--- src/rtl/dsp38_inst_design.sv ---
// Unsigned 20x18 multiply-accumulate with a 38-bit wrap-around accumulator.
// z_out registers (acc + a*b) & (a*b) every clock.
module dsp38_inst_design #(
  parameter int unsigned A_WIDTH = 20,
  parameter int unsigned B_WIDTH = 18,
  parameter int unsigned Z_WIDTH = 38
) (
  input  logic               clk,
  input  logic               reset,
  input  logic [A_WIDTH-1:0] a,
  input  logic [B_WIDTH-1:0] b,
  output logic [Z_WIDTH-1:0] z_out
);

  logic [Z_WIDTH-1:0] prod;
  logic [Z_WIDTH-1:0] acc_d, acc_q;
  logic [Z_WIDTH-1:0] z_d, z_q;
  logic               rst_sync_d, rst_sync_q;

  // Reset asserts asynchronously but releases on a clock edge, so the first
  // accumulate lands on the first full edge after release.
  assign rst_sync_d = 1'b0;

  always_ff @(posedge clk or posedge reset) begin
    if (reset) begin
      rst_sync_q <= 1'b1;
    end else begin
      rst_sync_q <= rst_sync_d;
    end
  end

  always_comb begin
    prod  = Z_WIDTH'(a) * Z_WIDTH'(b);
    acc_d = acc_q;
    z_d   = z_q;
    if (!rst_sync_q) begin
      acc_d = acc_q + prod;
      z_d   = acc_d & prod;
    end
  end

  always_ff @(posedge clk or posedge reset) begin
    if (reset) begin
      acc_q <= '0;
      z_q   <= '0;
    end else begin
      acc_q <= acc_d;
      z_q   <= z_d;
    end
  end

  assign z_out = z_q;

endmodule

--- config.mk ---
export PLATFORM = sky130hd
export DESIGN_NAME = dsp38_inst_design
export DESIGN_NICKNAME = d
export VERILOG_FILES = /design/src/rtl/dsp38_inst_design.sv
export SDC_FILE = /design/constraint.sdc
export NUM_CORES = 1
export LEC_CHECK = 0
export ABC_AREA = 0
export CORE_ASPECT_RATIO = 0.75
export CORE_MARGIN = 3
export CORE_UTILIZATION = 30
export CTS_BUF_LIST = sky130_fd_sc_hd__clkbuf_8
export CTS_CLUSTER_DIAMETER = 100
export DETAILED_ROUTE_END_ITERATION = 7
export GPL_TIMING_DRIVEN = 0
export PLACE_DENSITY = 0.56
export SLEW_MARGIN = 0
export SYNTH_ARGS = -nofsm -noshare
export SYNTH_HDL_FRONTEND = slang
export SYNTH_SLANG_ARGS = --single-unit
export TNS_END_PERCENT = 5
--- constraint.sdc ---
create_clock -name clk -period 7.7 [get_ports clk]
set_input_delay 1.155 -clock clk [delete_from_list [all_inputs] [get_ports clk]]
set_output_delay 1.155 -clock clk [all_outputs]
set_load 0.02 [all_outputs]
# After elaboration in Yosys (flattened, before gate mapping)
# Index checks and enable logic that the tools add are counted.
[op_classes] shifts=0 bitwise=1 n_addsub=1 magnitude_cmp=0 n_mul=1 eq_ne=0 muxes=0 n_reduce_logical=0 n_div=0
[op_table] op="38-bit adder" count=1
[op_table] op="38-bit AND" count=1
[op_table] op="20-bit by 18-bit multiplier with 38-bit output" count=1
[totals] n_memories=0 latchBits=0 elab_cells=6 in_bits=40 out_inout_bits=38 mem_bits_rw=0 mem_bits_ro=0 reg_bits=77

# Depth between registers and ports, before layout
[depth] ltp_word=3 mapped_depth=34 ltp_nobuf=33

# Least setup slack after synthesis
# OpenSTA, ideal clock, no wires.
[synth_path] path_type="input to register" from="input port a[16]" to="register acc_q[37]" setup_time_ps=123 path_buffers=2 t_required_ps=7577 setup_slack_ps=-831 arrival_ps=8409 stages=34 path_cell_list="clkbuf_1 -> clkbuf_1 -> nand2_1 -> fa_1 -> fa_1 -> inv_1 -> fa_1 -> inv_1 -> fa_1 -> inv_1 -> fa_1 -> inv_1 -> fa_1 -> inv_1 -> ha_1 -> a21oi_1 -> o21a_2 -> or3b_1 -> o311ai_2 -> o22ai_1 -> o21ai_0 -> nand2b_1 -> xnor2_1 -> inv_1 -> ha_1 -> a21o_1 -> a21o_1 -> a21o_1 -> a21oi_1 -> o21ai_0 -> a22oi_1 -> nor2b_1 -> mux2i_1 -> xnor2_1"
[synth_via] elab_chain_cells=2
[synth_lines] item="from (decl)" line_no="10" text="input logic [A_WIDTH-1:0] a,"
[synth_lines] item="20-bit by 18-bit multiplier with 38-bit output" line_no="33" text="prod = Z_WIDTH'(a) * Z_WIDTH'(b);"
[synth_lines] item="38-bit adder" line_no="37" text="acc_d = acc_q + prod;"
[synth_lines] item="to (signal assigned)" line_no="44" text="acc_q <= '0;"
[synth_lines] item="to (signal assigned)" line_no="47" text="acc_q <= acc_d;"
[synth_lines] item="to (decl)" line_no="16" text="logic [Z_WIDTH-1:0] acc_d, acc_q;"
# No other way between the ends.
# A chain may end at the register's enable or synchronous reset.

# Final worst setup path
[layout_path] from="input port a[6]" to="register z_q[36] (netlist: z_out[36])"
[layout_via] elab_chain_cells=3
[layout_lines] item="20-bit by 18-bit multiplier with 38-bit output (*)" line_no="33"
[layout_lines] item="38-bit adder" line_no="37"
[layout_lines] item="38-bit AND (*)" line_no="38" text="z_d = acc_d & prod;"
[layout_lines] item="to (signal assigned)" line_no="48" text="z_q <= z_d;"
[layout_lines] item="to (decl)" line_no="17" text="logic [Z_WIDTH-1:0] z_d, z_q;"
# Every way passes the cells marked *; elsewhere a longest branch is shown, timed or not.

==> reports/metrics.csv <==
metric;value;unit
cts_hold_buf;0;
tightest_slew;904;ps
holdPathEnd;z_out[8];
synthCells;1926;
coreArea;53700;sq um
synth_nets;2406;
initial_core_util;0.307;
synth_area_per_cell;8.57;sq um
outcome;finished, violations left;
min_period;8230;ps
totalWireLength;51900;um
critPathMaxStageDelay;590;ps
cts-root-buf;clkbuf_8;
whs_path_depth;2;
crit_path_end_kind;flop;
hold_viol_final;0;
tritoncts;done;
final-max-slew-violation-count;0;
synth.cell_area;16500;sq um
setup_viol_count_final;32;
synth_seq_area_share;0.117;
viasPerCell;4.88;
vias;13500;
grt_pass1_wl;81800;um
rows;73;
die_h;209;um
cts-htree-levels;3;
nFillCells;5466;
ys_warn_count;0;
min_path_type;flop to flop;
r2r_start;acc_q[0];
antenna_found_initial;2;
io_buffers;51;
max_freq;122;MHz
hp-start;z_out[8];
area_delta_synth_final;22.2;%
rsz0062_at_grt;yes;
path_common_cell;fa_1;
synth-edff-count;0;
dp_hpwl;42400;um
track_usage;0.182;
detail_route.iter0.violations;811;
clock-sinks;77;
num_io_pins;78;
min_period_over_period;1.07;
cts_made_buffers;9;
crit_path_start_kind;input port;
drtPass1Iterations;6;
violations;negative setup slack;
gp_congestion;0.927;
r2r_end;acc_q[36];
max-slew-margin-rel;0.398;
synth_cell_types;66;
synth_top_area_share;0.350;
yosysTopAreaCell;fa_1;
worstSetupPathType;input port to flop;
drc_errors;0;
drive_gt1_frac;0.145;
grt_overflow;0;
ff2ff_setup_slack;4390;ps
wl_per_cell;18.7;um
synth-seq-cells;77;
slowest_stage;fa_2;
arrival;8510;ps
synth_area_leaders;fa_1 (35%), dfrtp_1 (12%), ha_1 (11%);
critical_path.max_fanout;5;
worstPathRequired;7980;ps
grt_pass1_vias;14300;
clkTransAtPathRegs;90;ps
die_w;277;um
route.antenna.remaining_nets;0;
clkLatencyLatePin;400;ps
nets;2531;
postSynth.asyncResetShare;1.00;
setup_ws;-529;ps
ys.flop_type;dfrtp_1;
grt_max_degree;44;
finalCoreUtilization;0.376;
clk_path_buf_depth;2;
reg2regPathDepth;13;
die_area;57900;sq um
skew;9.06;ps
drv_cap;0;
synth_stat cells, drive strengths merged, types with 2 or more instances:
| cell type | instances |
|---|---|
| o31ai | 13 |
| nor4 | 4 |
| a211oi | 6 |
| nand2 | 327 |
| o21bai | 9 |
| ha | 151 |
| a311oi | 2 |
| and2 | 136 |
| nand2b | 30 |
| nand4 | 8 |
| a31oi | 4 |
| nor3b | 2 |
| clkbuf | 88 |
| inv | 379 |
| nor2b | 7 |
| a211o | 2 |
| nor2 | 36 |
| nor3 | 11 |
| xnor2 | 32 |
| dfrtp | 76 |
| o211ai | 8 |
| a21oi | 71 |
| a21boi | 4 |
| or2 | 3 |
| o21ai | 85 |
| fa | 289 |
| o311ai | 3 |
| or3 | 3 |
| xor2 | 28 |
| mux2i | 3 |
| o221a | 2 |
| o21a | 11 |
| a21o | 38 |
| a22o | 5 |
| o31a | 2 |
| and3 | 4 |
| o41ai | 3 |
| nand3 | 20 |
| mux2 | 2 |
| o2111a | 2 |
state kept, by name, summed over array words and instances, names as in the netlist:
| name | cells |
|---|---|
| acc_q | 38 |
| z_out | 38 |
| rst_sync_q | 1 |
through the flow:
stage	worst slack, ps	hold WS [ps]	TNS (ps)	cells	area (sq um)
floorplan	-293	458	-2910	1926	16800
global placement	-2500	474	-82020	2689	18200
detailed placement	-2540	474	-84880	2690	18200
CTS	-357	495	-6970	2761	20000
global route	-757	516	-17990	2768	20200
finish	-529	488	-10600	2770	20200
worst max path at each step:
| stage | from | endpoint | slack, ps | cells past startpoint |
|---|---|---|---|---|
| 6_report | a[6] | z_out[36] | -530 | 31 |
| 5_1_grt | a[6] | acc_q[37] | -760 | 34 |
| 4_1_cts | a[5] | acc_q[37] | -360 | 35 |
| 3_5_place_dp | a[5] | z_out[33] | -2540 | 33 |
| 3_3_place_gp | a[7] | z_out[33] | -2500 | 31 |
| 2_1_floorplan | a[14] | acc_q[37] | -290 | 34 |
logic make-up after synthesis:
kind of cell    share of synthesized area
compound gates                      0.108
mux                               0.00318
other cells                      0.000227
buf+inv                             0.106
xor+xnor                           0.0318
simple gates                        0.169
flops                               0.117
fa+ha+maj                           0.465
area by class of cell:
cell class                      instances  area, sq um  share of cell area
Clock inverter                          7          114             0.00564
Sequential cell                        77         1930              0.0956
Tap cell                              712          891              0.0442
Clock buffer                            9          124             0.00614
Buffer                                 85          908              0.0450
Timing Repair Buffer                  118         1100              0.0545
Antenna cell                            2         5.00            0.000248
Inverter                              379         1430              0.0706
Multi-Input combinational cell       1381        13700               0.678
worst max-delay path, delay by kind of cell:
family / cells / cell delay (ps)
buf+inv: 8 / 610
compound gates: 11 / 2190
fa+ha+maj: 8 / 3650
xor+xnor: 1 / 240
simple gates: 3 / 650
cell usage in the layout (no fill, tap or decap), types with 21 or more instances in the layout:
| master | netlist | routed |
|---|---|---|
| inv_1 | 379 | 366 |
| nand2_1 | 327 | 320 |
| fa_1 | 289 | 283 |
| and2_1 | 135 | 130 |
| ha_1 | 151 | 128 |
| dfrtp_1 | 76 | 76 |
| buf_4 | 0 | 65 |
| o21ai_0 | 82 | 62 |
| a21oi_1 | 69 | 51 |
| clkdlybuf4s50_1 | 0 | 39 |
| a21o_1 | 37 | 37 |
| nor2_1 | 36 | 31 |
| clkbuf_8 | 0 | 31 |
| nand2b_1 | 30 | 29 |
| xnor2_1 | 32 | 27 |
| xor2_1 | 28 | 23 |
| clkbuf_1 | 88 | 21 |
per-layer routing:
layer | track usage | routed length, um | vias to the layer above
li1 | - | - | 6183
met1 | 0.261 | 24300 | 6909
met2 | 0.281 | 23000 | 365
met3 | 0.0423 | 3570 | 67
met4 | 0.0351 | 969 | 0
met5 | 0 | 0 | -
repair_timing:
action                     CTS  global route
setup endpoints to repair   48            42
setup buffers               59             7
resized for setup          314            48
pin swaps                   85            30
Power is not shown: default switching activity piles up to over one toggle a cycle in this logic, so the estimate is an artifact.
